<file path="src/rtl/countdown_timer_bcd.sv">
// Minutes:seconds BCD countdown timer with start/pause, set buttons and a timed alarm.
// Digits and state are registered; running/alarm decode the state register.
module countdown_timer_bcd #(
  parameter int unsigned ALARM_SECS = 5,
  parameter int unsigned MAX_MIN    = 59
) (
  input  logic       clk,
  input  logic       reset_p,
  input  logic       clk_sec,
  input  logic       btn_start,
  input  logic       btn_set_min,
  input  logic       btn_set_sec,
  input  logic       btn_clear,
  output logic [3:0] min10,
  output logic [3:0] min1,
  output logic [3:0] sec10,
  output logic [3:0] sec1,
  output logic       running,
  output logic       alarm
);

  localparam int unsigned CntW     = $clog2(ALARM_SECS + 1);
  localparam logic [3:0]  MaxMin10 = 4'(MAX_MIN / 10);
  localparam logic [3:0]  MaxMin1  = 4'(MAX_MIN % 10);

  typedef enum logic [1:0] {StIdle, StRun, StPause, StAlarm} state_e;

  state_e            state_q, state_d;
  logic [3:0]        min10_q, min10_d, min1_q, min1_d, sec10_q, sec10_d, sec1_q, sec1_d;
  logic [CntW-1:0]   cnt_q, cnt_d, cnt_inc;
  logic [3:0]        dec_min10, dec_min1, dec_sec10, dec_sec1;
  logic              is_zero, dec_zero;

  assign is_zero = (min10_q == 4'd0) && (min1_q == 4'd0) && (sec10_q == 4'd0) && (sec1_q == 4'd0);
  assign cnt_inc = cnt_q + CntW'(1);

  // One-second BCD decrement with borrow through all four digits.
  always_comb begin
    dec_min10 = min10_q;
    dec_min1  = min1_q;
    dec_sec10 = sec10_q;
    dec_sec1  = sec1_q;
    if (sec1_q != 4'd0) begin
      dec_sec1 = sec1_q - 4'd1;
    end else if (sec10_q != 4'd0) begin
      dec_sec10 = sec10_q - 4'd1;
      dec_sec1  = 4'd9;
    end else if ((min10_q != 4'd0) || (min1_q != 4'd0)) begin
      dec_sec10 = 4'd5;
      dec_sec1  = 4'd9;
      if (min1_q != 4'd0) begin
        dec_min1 = min1_q - 4'd1;
      end else begin
        dec_min1  = 4'd9;
        dec_min10 = min10_q - 4'd1;
      end
    end
  end

  assign dec_zero = (dec_min10 == 4'd0) && (dec_min1 == 4'd0) &&
                    (dec_sec10 == 4'd0) && (dec_sec1 == 4'd0);

  always_comb begin
    state_d = state_q;
    min10_d = min10_q;
    min1_d  = min1_q;
    sec10_d = sec10_q;
    sec1_d  = sec1_q;
    cnt_d   = cnt_q;
    unique case (state_q)
      StIdle: begin
        if (btn_clear) begin
          {min10_d, min1_d, sec10_d, sec1_d} = 16'h0000;
        end else if (btn_start && !is_zero) begin
          state_d = StRun;
        end else begin
          // A start press at 00:00 is ignored, so set buttons still apply.
          if (btn_set_sec) begin
            if (sec10_q == 4'd5 && sec1_q == 4'd9) begin
              sec10_d = 4'd0;
              sec1_d  = 4'd0;
            end else if (sec1_q == 4'd9) begin
              sec10_d = sec10_q + 4'd1;
              sec1_d  = 4'd0;
            end else begin
              sec1_d = sec1_q + 4'd1;
            end
          end
          if (btn_set_min) begin
            if (min10_q == MaxMin10 && min1_q == MaxMin1) begin
              min10_d = 4'd0;
              min1_d  = 4'd0;
            end else if (min1_q == 4'd9) begin
              min10_d = min10_q + 4'd1;
              min1_d  = 4'd0;
            end else begin
              min1_d = min1_q + 4'd1;
            end
          end
        end
      end
      StRun: begin
        if (btn_clear) begin
          state_d = StIdle;
          {min10_d, min1_d, sec10_d, sec1_d} = 16'h0000;
        end else if (btn_start) begin
          state_d = StPause;
        end else if (clk_sec) begin
          {min10_d, min1_d, sec10_d, sec1_d} = {dec_min10, dec_min1, dec_sec10, dec_sec1};
          if (dec_zero) begin
            state_d = StAlarm;
            cnt_d   = '0;
          end
        end
      end
      StPause: begin
        if (btn_clear) begin
          state_d = StIdle;
          {min10_d, min1_d, sec10_d, sec1_d} = 16'h0000;
        end else if (btn_start) begin
          state_d = StRun;
        end
      end
      StAlarm: begin
        if (btn_clear || btn_start) begin
          state_d = StIdle;
          cnt_d   = '0;
        end else if (clk_sec) begin
          if (cnt_inc == CntW'(ALARM_SECS)) begin
            state_d = StIdle;
            cnt_d   = '0;
          end else begin
            cnt_d = cnt_inc;
          end
        end
      end
      default: begin
        state_d = StIdle;
        cnt_d   = '0;
      end
    endcase
  end

  always_ff @(posedge clk or posedge reset_p) begin
    if (reset_p) begin
      state_q <= StIdle;
      min10_q <= 4'd0;
      min1_q  <= 4'd0;
      sec10_q <= 4'd0;
      sec1_q  <= 4'd0;
      cnt_q   <= '0;
    end else begin
      state_q <= state_d;
      min10_q <= min10_d;
      min1_q  <= min1_d;
      sec10_q <= sec10_d;
      sec1_q  <= sec1_d;
      cnt_q   <= cnt_d;
    end
  end

  assign min10   = min10_q;
  assign min1    = min1_q;
  assign sec10   = sec10_q;
  assign sec1    = sec1_q;
  assign running = (state_q == StRun);
  assign alarm   = (state_q == StAlarm);

endmodule
</file>
<file path="config.mk">
export PLATFORM = sky130hd
export DESIGN_NAME = countdown_timer_bcd
export DESIGN_NICKNAME = d
export VERILOG_FILES = /design/src/rtl/countdown_timer_bcd.sv
export SDC_FILE = /design/constraint.sdc
export NUM_CORES = 1
export LEC_CHECK = 0
export CORE_ASPECT_RATIO = 1.25
export CORE_MARGIN = 2
export CORE_UTILIZATION = 50
export CTS_CLUSTER_DIAMETER = 30
export DETAILED_ROUTE_END_ITERATION = 6
export GPL_ROUTABILITY_DRIVEN = 0
export PLACE_DENSITY = 0.72
export SLEW_MARGIN = 30
export SYNTH_ARGS = -nofsm -noshare
export SYNTH_HDL_FRONTEND = slang
export SYNTH_SLANG_ARGS = --single-unit
</file>
<file path="constraint.sdc">
create_clock -name clk -period 5.5 [get_ports clk]
set_input_delay 1.375 -clock clk [delete_from_list [all_inputs] [get_ports clk]]
set_output_delay 1.375 -clock clk [all_outputs]
set_load 0.05 [all_outputs]
</file>
Yosys cells after proc, flatten, opt, wreduce, memory -nomap -nowiden. Index checks and enable logic that the tools add are counted.

Logic and storage cells: 146. Bits of input ports: 7. Register bits after elaboration: 21. Output and inout port bits: 18.

Equality and inequality tests: 27. $add $sub $neg: 9. Muxes and demuxes: 71. Reduce and logical (&&, ||, !) cells: 33.

Operators by type and width (count): 4-bit two-way mux (47); 4-bit one-hot mux with 3 select lines (4); 4-bit zero test (8); 2-bit two-way mux (11); 3-bit two-way mux (7); 7-bit AND reduction (3); 3-bit inequality test (second input constant) (6); 6-bit AND reduction (3); 4-bit by 1-bit adder with 4-bit output (second input constant) (4); 4-bit nonzero test (4); 4-bit by 1-bit subtractor with 4-bit output (second input constant) (4); 2-bit inequality test (second input constant) (6); 4-bit inequality test (second input constant) (3); 1-bit logical AND (9); 4-bit by 3-bit equality test with 1-bit output (second input constant) (2); 4-bit equality test (second input constant) (2); 2-bit one-hot mux with 4 select lines (1); 3-bit one-hot mux with 2 select lines (1); 2-bit equality test (second input constant) (2); 4-bit by 3-bit inequality test with 1-bit output (second input constant) (1); 3-bit by 1-bit adder with 3-bit output (second input constant) (1); 3-bit equality test (second input constant) (1); 3-bit by 1-bit inequality test with 1-bit output (second input constant) (1); 3-bit by 2-bit inequality test with 1-bit output (second input constant) (1); other kinds (7) (8).

Logic depth before layout (Yosys ltp).
Depth after elaboration: 14. Depth in mapped cells: 10. Mapped depth without buffers: 8.

Worst setup path before layout. OpenSTA, ideal clock, no wires.

Path type: register to register. Start: register sec1_q[0] (netlist: sec1[0]). End: register cnt_q[0]. Library setup time: 0.125 ns. Period minus slack after synthesis: 3.155 ns. Stages on the path, launching flop included: 11. Arrival time: 3.030 ns. Setup slack: 2.345 ns. Path through: dfrtp_1 -> clkbuf_1 -> inv_1 -> ha_1 -> or3b_1 -> buf_2 -> or4_4 -> o32a_1 -> o2111a_2 -> a21oi_4 -> mux2_4.

Cells in the longest elaborated chain, start to end: 8.

Ends and longest elaborated chain: start: declaration (line 29) `logic [3:0] min10_q, min10_d, min1_q, min1_d, sec10_q, sec10_d, sec1_q, sec1_d;`; start signal: assignment (line 150) `sec1_q <= 4'd0;`; start signal: assignment (line 157) `sec1_q <= sec1_d;`; parallel branches: the longest is 5 deep, another holds 4-bit by 1-bit subtractor with 4-bit output; 1-bit logical AND (*) (line 61) `(dec_sec10 == 4'd0) && (dec_sec1 == 4'd0);`; 2-bit by 1-bit inequality test with 1-bit output (no source line) (*); 6-bit AND reduction (no source line) (*); end signal: assignment (line 158) `cnt_q <= cnt_d;`; end: declaration (line 30) `logic [CntW-1:0] cnt_q, cnt_d, cnt_inc;`.

Mark *: on every way between the ends. A chain may end at the register's enable or synchronous reset.

Final worst setup path.
Start: register state_q[1]. End: output running.

Cells in the longest elaborated chain, start to end: 1.

Ends and longest elaborated chain: start: declaration (line 28) `state_e state_q, state_d;`; start signal: assignment (line 146) `state_q <= StIdle;`; start signal: assignment (line 153) `state_q <= state_d;`; 2-bit by 1-bit equality test with 1-bit output (line 166) `assign running = (state_q == StRun);`; end: declaration (line 18) `output logic running,`.

Every way passes these cells.

==> out/results.ini <==
[outcome]
status = complete, no violations

[worst_setup_path]
start_kind = flop
r2r-start = min10[0]$_DFFE_PP0P_
cp.arrival_ns = 1.98
critPathRequiredTime_ns = 4.12
startpoint = state_q[1]$_DFFE_PP0P_
cp_max_fo = 8
path_class = reg2out
worstSetupEndpointType = output port

[clock_tree]
clk_path_buf_depth = 2
cts_resized = 0
cts_buffers = 3
cts_setup_buffers = 0
hold_buffers = 0
cts_tree = yes
cts_max_level = 1
clk_latency_ns = 0.26
clkSlewWorstSetupHoldPaths_ns = 0.08
cts_root_buf = clkbuf_8
clock-sinks = 21

[drt]
vias = 2144
routed_via_density = 6.31
dr.pass1.iters = 4
wl_per_cell_um = 16.2
wirelength_um = 5510
drt-initial-drc-count = 190
drc = 0
drtAntennaViolNets = 0

[yosys]
synth_area_leaders = dfrtp_1, ha_1, o21ai_0
synth_top_area_share_pct = 23.9
synth_area_per_cell_um2 = 8.09
netlist_instances = 272
netlist_area_um2 = 2200
ys_seq_elements = 21
synth_edf_count = 0
synth_nets = 296
ys_seq_area_share_pct = 23.9
yosysTopAreaCell = dfrtp_1
ys_types = 64
yosysWarnings = 0
netlist_top_cells_count = nor2_1, o21ai_0, dfrtp_1
synthArstFlopShare_pct = 100
synth_flop_cell = dfrtp_1

[timing]
relSlewSlack_pct = 43.5
rsz0062_at_grt = false
fin_crit_sh_pct = 61.0
hold_viol = 0
timing.setup.tns_ns = 0
worst_pin_slew_ns = 0.843
min_period_ns = 3.35
max_clock_freq_mhz = 298
final_max_slew_viol_count = 0
setup_viol = 0
skew_ns = 0.00310

[place]
io_buffer_count = 24
dpl.cell_count = 336
dp_hpwl_um = 4050

[floorplanning]
rows = 27
fp.dieH_um = 78.2
die-area_um2 = 4950
initial_utilization_pct = 50.9
core_area_um2 = 4320
io_pins = 25
die_x_um = 63.3

[grt]
grt_use_met3_pct = 1.86
antenna_found_initial = 0
grt_pass1_vias = 1902
grtUsageMet1_pct = 29.3
grt_busiest_layer = met2
grt_start_max_net_pins = 22
overflow = 0
grt_pass1_wl_um = 9250
use_met2_pct = 41.6
gr-usage-all-layers_pct = 22.8

[finish]
nets = 307
ff_latch_area_um2 = 526
drive_gt1_share_pct = 6.38
n_antenna_cell = 0
fill_cells = 435
post-route-util_pct = 57.1
multi_input_area_um2 = 1520
final_cells = 340
areaGrowthSynthToFinish_pct = 12.2

[power]
power.density_nw_per_um2 = 599
p_leak_uw = 0.00101
ir_drop_mv = 0.256

[worst_hold_path]
hold_path.class = reg2reg
min_from = cnt_q[1]$_DFFE_PP0P_

[run]
drv_cap = 0

## stage by stage
stage	worst slack, ns	power (uW)	hold WS (ns)	instance area (um2)
6_report	2.15	1480	0.581	2470
5_1_grt	1.95	1590	0.593	2470
4_1_cts	2.16	1470	0.574	2470
3_5_place_dp	2.18	1360	0.562	2420
3_3_place_gp	2.22	1340	0.553	2420
2_1_floorplan	2.35	1120	0.525	2200
## registers in the layout (all words and copies together) (netlist names)
name / count
min1: 4
sec1: 4
min10: 4
cnt_q: 3
state_q: 2
sec10: 4
## cell usage in the layout, fill, tap and decap left out, types with 5 or more instances in the layout
cell type / synthesis / layout
nor2b_1: 5 / 5
o22a_1: 5 / 5
dfrtp_1: 21 / 21
inv_1: 17 / 16
o21ai_0: 26 / 26
nor2_1: 26 / 26
nand3_1: 7 / 7
a31oi_1: 7 / 7
a22o_1: 5 / 5
clkdlybuf4s50_1: 0 / 24
a21oi_1: 13 / 13
ha_1: 17 / 17
nand2b_1: 5 / 5
nand2_1: 19 / 19
mux2i_1: 7 / 7
## kinds of logic after synthesis
kind of cell	after synthesis	share of synthesized area, %
muxes	10	4.89
buffers and inverters	35	6.99
AOI/OAI and AO/OA	91	28.7
DFF	21	23.9
and+or+nand+nor	98	25.9
adders and majority gates	17	9.66
## power by group
part           switching (uW)  total (uW)  internal [uW]
Clock                    54.7         106           51.7
Combinational             661        1050            392
Sequential                115         319            204
Total                     831        1480            648
## metal layers
layer  share of wire [%]  vias up  wire [um]
li1                    -     1032          -
met1                  42     1036       2300
met4                0.91        0         50
met5                   0        -          0
met3                 5.4        6        297
met2                  52       70       2860
## final timing paths
kind	slack, ns	end	cells after the start
max	2.15	running	3
max in group asynchronous	3.63	sec1[2]$_DFFE_PP0P_	2
min	0.58	cnt_q[1]$_DFFE_PP0P_	2
min in group asynchronous	1.48	state_q[1]$_DFFE_PP0P_	2
min reg2reg	0.58	cnt_q[1]$_DFFE_PP0P_	2
max reg2reg	2.25	sec1[0]$_DFFE_PP0P_	8
## layout make-up
type	instances	share of cell area, %
multi-input cells	216	61.6
well taps	58	2.94
flip-flops and latches	21	21.3
repair buffers	24	9.73
clock buffers	4	1.82
inverters	17	2.58
## critical path, cell delays in order (launching register included)
cell,delay [ns]
dfrtp_1,0.44
inv_1,0.12
ha_1,0.30
clkdlybuf4s50_1,0.85
Power figures use the tool's default switching activity.
